[src/rtl/fazyrv_rf_seq.sv]
// Chunk sequencer for the shift-register register file: latches addresses per pass and strobes NCHUNKS shifts.
// Optional FAZYRV_RF_SEQ_DBG_EN adds dbg_res_o, which assembles the written result word.
module fazyrv_rf_seq #(
  parameter int unsigned CHUNKSIZE = 2
) (
  input  logic                 clk_i,
  input  logic                 rst_in,
  input  logic                 start_i,
  input  logic                 wb_i,
  input  logic [4:0]           rs1_i,
  input  logic [4:0]           rs2_i,
  input  logic [4:0]           rd_i,
  input  logic                 stall_i,
  input  logic                 abort_i,
  input  logic [CHUNKSIZE-1:0] res_i,
  output logic                 busy_o,
  output logic                 done_o,
  output logic                 shft_o,
  output logic                 we_o,
  output logic [4:0]           rs1_o,
  output logic [4:0]           rs2_o,
  output logic [4:0]           rd_o,
  output logic [$clog2(32/CHUNKSIZE)-1:0] cnt_o,
  output logic                 first_o,
  output logic                 last_o
`ifdef FAZYRV_RF_SEQ_DBG_EN
  ,
  output logic [31:0]          dbg_res_o
`endif
);

  localparam int unsigned NCHUNKS = 32 / CHUNKSIZE;
  localparam int unsigned CW      = $clog2(NCHUNKS);
  localparam logic [CW-1:0] CNT_LAST = CW'(NCHUNKS - 1);

  typedef enum logic [1:0] {
    S_IDLE = 2'd0,
    S_RUN  = 2'd1,
    S_DONE = 2'd2
  } state_t;

  state_t state;
  logic   wb_q;
  logic   run;
  logic   cnt_is_last;

  // Abort wins over both stall and the final shift.
  assign run         = (state == S_RUN);
  assign cnt_is_last = (cnt_o == CNT_LAST);
  assign shft_o      = run & ~stall_i & ~abort_i;
  assign we_o        = shft_o & wb_q & (rd_o != 5'd0);

  always_ff @(posedge clk_i or negedge rst_in) begin
    if (!rst_in) begin
      state   <= S_IDLE;
      cnt_o   <= '0;
      wb_q    <= 1'b0;
      rs1_o   <= 5'd0;
      rs2_o   <= 5'd0;
      rd_o    <= 5'd0;
      busy_o  <= 1'b0;
      done_o  <= 1'b0;
      first_o <= 1'b0;
      last_o  <= 1'b0;
    end else begin
      done_o <= 1'b0;
      unique case (state)
        S_IDLE: begin
          if (start_i) begin
            rs1_o   <= rs1_i;
            rs2_o   <= rs2_i;
            rd_o    <= rd_i;
            wb_q    <= wb_i;
            cnt_o   <= '0;
            state   <= S_RUN;
            busy_o  <= 1'b1;
            first_o <= 1'b1;
            last_o  <= (NCHUNKS == 1);
          end
        end
        S_RUN: begin
          if (abort_i) begin
            state   <= S_IDLE;
            cnt_o   <= '0;
            busy_o  <= 1'b0;
            first_o <= 1'b0;
            last_o  <= 1'b0;
          end else if (shft_o) begin
            if (cnt_is_last) begin
              state   <= S_DONE;
              cnt_o   <= '0;
              done_o  <= 1'b1;
              first_o <= 1'b0;
              last_o  <= 1'b0;
            end else begin
              cnt_o   <= cnt_o + CW'(1);
              first_o <= 1'b0;
              last_o  <= ((cnt_o + CW'(1)) == CNT_LAST);
            end
          end
        end
        S_DONE: begin
          state  <= S_IDLE;
          busy_o <= 1'b0;
        end
        default: begin
          state   <= S_IDLE;
          busy_o  <= 1'b0;
          first_o <= 1'b0;
          last_o  <= 1'b0;
        end
      endcase
    end
  end

`ifdef FAZYRV_RF_SEQ_DBG_EN
  // Collects each written result chunk, least-significant chunk first.
  always_ff @(posedge clk_i or negedge rst_in) begin
    if (!rst_in) begin
      dbg_res_o <= 32'd0;
    end else if ((state == S_IDLE) && start_i) begin
      dbg_res_o <= 32'd0;
    end else if (we_o) begin
      dbg_res_o[CHUNKSIZE*32'(cnt_o) +: CHUNKSIZE] <= res_i;
    end
  end
`else
  logic unused_res;
  assign unused_res = ^res_i;
`endif

endmodule

[config.mk]
export PLATFORM = sky130hd
export DESIGN_NAME = fazyrv_rf_seq
export DESIGN_NICKNAME = d
export VERILOG_FILES = /design/src/rtl/fazyrv_rf_seq.sv
export SDC_FILE = /design/constraint.sdc
export NUM_CORES = 1
export LEC_CHECK = 0
export CORE_UTILIZATION = 39
export DETAILED_ROUTE_END_ITERATION = 8
export PLACE_DENSITY_LB_ADDON = 0.2
export SLEW_MARGIN = 20
export SYNTH_ARGS = -nofsm -noshare
export SYNTH_HDL_FRONTEND = slang
export SYNTH_SLANG_ARGS = --single-unit
[constraint.sdc]
create_clock -name clk_i -period 1.9 [get_ports clk_i]
set_input_delay 0.475 -clock clk_i [delete_from_list [all_inputs] [get_ports clk_i]]
set_output_delay 0.475 -clock clk_i [all_outputs]
set_load 0.02 [all_outputs]
==> results of run 1 <==
power groups by stage:
stage	registers [mW]	clock network (mW)	logic, mW
floorplan	0.813	0	0.150
global placement	0.704	0	0.557
detailed placement	0.707	0	0.566
CTS	0.701	0.240	0.574
global route	0.713	0.259	0.596
finish	0.699	0.231	0.561
registers in the layout (all words and copies together), names as in the netlist:
register and cells:
first_o 1, busy_o 1, state 2, rs2_o 5
cnt_o 4, done_o 1, wb_q 1, rs1_o 5
rd_o 5, last_o 1
cells by family after synthesis:
logic type,after synthesis,share of synthesized area (%)
buffers and inverters,8,3.51
DFF,26,57.1
and+or+nand+nor,20,10.6
adders and majority gates,2,2.20
xor gates and xnor gates,2,1.54
muxes,16,15.8
AOI/OAI and AO/OA,15,9.22
final cells by class:
| type | count | share of cell area (%) |
|---|---|---|
| timing repair buffer | 59 | 32.5 |
| multi-input combinational | 55 | 26.3 |
| clock buffer | 3 | 1.28 |
| inverter | 4 | 0.850 |
| sequential | 26 | 36.9 |
| tap | 31 | 2.20 |
critical path: stages, from the launching register on:
cell and delay [ns]:
dfrtp_1 0.41, or4_1 0.53, o21ai_2 0.17, nor2_4 0.06, buf_6 0.12
worst max path at each step:
stage / from / end / slack [ns] / cells after the start
finish: rd_o[1] / we_o / -0.18 / 4
global route: rd_o[1] / we_o / -0.24 / 4
CTS: rd_o[1] / we_o / -0.19 / 4
detailed placement: abort_i / we_o / -0.92 / 4
global placement: abort_i / we_o / -0.87 / 4
floorplan: abort_i / we_o / 0.07 / 3
what timing repair did:
action	CTS	global route
pin swaps	2	1
setup buffers	0	1
gates resized for setup	21	9
endpoints found under the setup margin	3	8
placed cells by master (no fill, tap or decap), types with 2 or more instances in the layout:
cell type / count
buf_4: 13
buf_6: 2
clkbuf_2: 2
clkbuf_4: 3
clkdlybuf4s50_1: 34
dfrtp_1: 26
dlymetal6s2s_1: 6
ha_1: 2
inv_1: 3
mux2_2: 16
nand3_1: 3
nor2_1: 4
nor2b_1: 2
nor3b_1: 2
o21ai_0: 3
o21bai_1: 4
xor2_1: 2
per-stage QoR:
stage / area (um2) / instances / setup WS (ns) / setup TNS, ns / power [mW]
global placement: 1720 / 174 / -0.869 / -4.12 / 1.26
global route: 1770 / 178 / -0.235 / -0.310 / 1.57
floorplan: 1140 / 89 / 0.0713 / 0 / 0.963
CTS: 1750 / 177 / -0.193 / -0.269 / 1.52
finish: 1770 / 178 / -0.182 / -0.193 / 1.49
detailed placement: 1720 / 174 / -0.915 / -3.95 / 1.27
routing by layer:
metal	vias up	track usage, %	share of wire, %	wire, um
met5	-	0	0	0
met4	0	5.92	0.68	17
met3	2	2.56	3.8	96
met2	26	29.9	52	1320
met1	418	21.6	43	1080
li1	435	-	-	-
==> results.cfg, run 1 <==
[flow_run]
max_cap_viol_count = 0

[finish]
drive_gt1_share_pct = 27.9
multi_input_area_um2 = 464
area_growth_pct = 54.9
seqCellArea_um2 = 651
diodes = 0
fill_cells = 230
post-route-util_pct = 64.0
finalNetCount = 174

[timing]
fin_skew_ns = 0.0189
maxSlewHeadroom_pct = 77.5
fmax_ghz = 0.480
fin_crit_ns = 2.08
hold_viol_final = 0
final.setup.worst_slack_ns = -0.182
drv_slew = 0
finalCritPeriodShare_pct = 110
setup_viol = 2
whs_ns = 0.486
tightest_slew_ns = 0.338
rsz0062_at_grt = true

[pwr]
sequentialPowerShare_pct = 46.9
switching_share_pct = 30.8
ir_worst_vdd_uv = 625
p_leak_nw = 0.835
p_sw_mw = 0.460
clockPowerShare_pct = 15.5
internal_power_mw = 1.03
comb_power_share_pct = 37.6
powerDensity_mw_per_mm2 = 845

[worst_setup_path]
worstSetupEndpointType = output port
crit_path_start_kind = flop
rr_startpoint = state[1]
regToRegSetupSlack_ns = 0.17
reg2reg_to = rs2_o[0]
crit_arrival_ns = 1.61
worst-setup-path-type = reg2out
reg2reg_depth = 6
required_ns = 1.42
cp_max_fo = 2

[clocking]
clk_pin_slew_worst_paths_ns = 0.15
hold_buffers = 0
cts_tree = yes
cts_made_buffers = 3
clock_latency_ns = 0.32
cts_root_buf = clkbuf_4
cts_buffer_depth = 2
clock_sinks = 26
htree_levels = 1

[detailed_routing]
num_vias = 881
wl_um = 2520
wl_per_cell_um = 14.1
drt-initial-drc-count = 14
drc = 0
routed_via_density = 4.95
drtPass1Iterations = 4
ant_nets = 0

[logic_synthesis]
synth_fp_nets = 114
yosys.area.top_type = dfrtp_1
synth_ff_type = dfrtp_1
yosys.area.top_type_share_pct = 57.1
synthDistinctLibCells = 28
synth.cells.most_frequent = 26 x dfrtp_1, 16 x mux2_2, 5 x nor2_1
synth_edf_count = 0
yosysWarnings = 0
synth_area_mm2 = 0.00114
synth.area.top_cells = dfrtp_1 57%, mux2_2 16%, o21bai_1 2.6%, ha_1 2.2%, o21ai_0 1.8%
yosysSeqAreaShare_pct = 57.1
async_flop_share_pct = 100
synth_cells = 89
synth_seq_cells = 26
yosysMostFrequentCell = dfrtp_1
syn_area_per_cell_um2 = 12.8

[global_route]
grt-ovfl-total = 0
grtUsageTotal_pct = 17.2
grt_max_degree = 27
grt_pass1_vias = 937
grt_pass1_wl_um = 4160
antenna_found_initial = 0

[floorplan]
fp.dieArea_mm2 = 0.00314
start_util_pct = 41.3
ioPinCount = 48
die_h_um = 56.1
rows = 19
core_area_mm2 = 0.00276
die_w_um = 56.1

[placed_design]
portBuffers = 45
dp_hpwl_um = 1820
routabilityCongestion = 0.730

[min_path]
hold_start = abort_i
min_to = busy_o
worstHoldPathType = in2reg
holdPathStages = 3

[status]
violations = negative setup slack
status = finished, violations left
No activity file was read; power rests on OpenSTA's default activity.
==> run 2, diff against run 1 <==
--- a/config.mk
+++ b/config.mk
@@ -8,7 +8,6 @@
 export CORE_UTILIZATION = 39
 export DETAILED_ROUTE_END_ITERATION = 8
 export PLACE_DENSITY_LB_ADDON = 0.2
-export SLEW_MARGIN = 20
 export SYNTH_ARGS = -nofsm -noshare
 export SYNTH_HDL_FRONTEND = slang
 export SYNTH_SLANG_ARGS = --single-unit
==> results of run 2 <==
Final layout, timing and power as in run 1 (identical DEF).
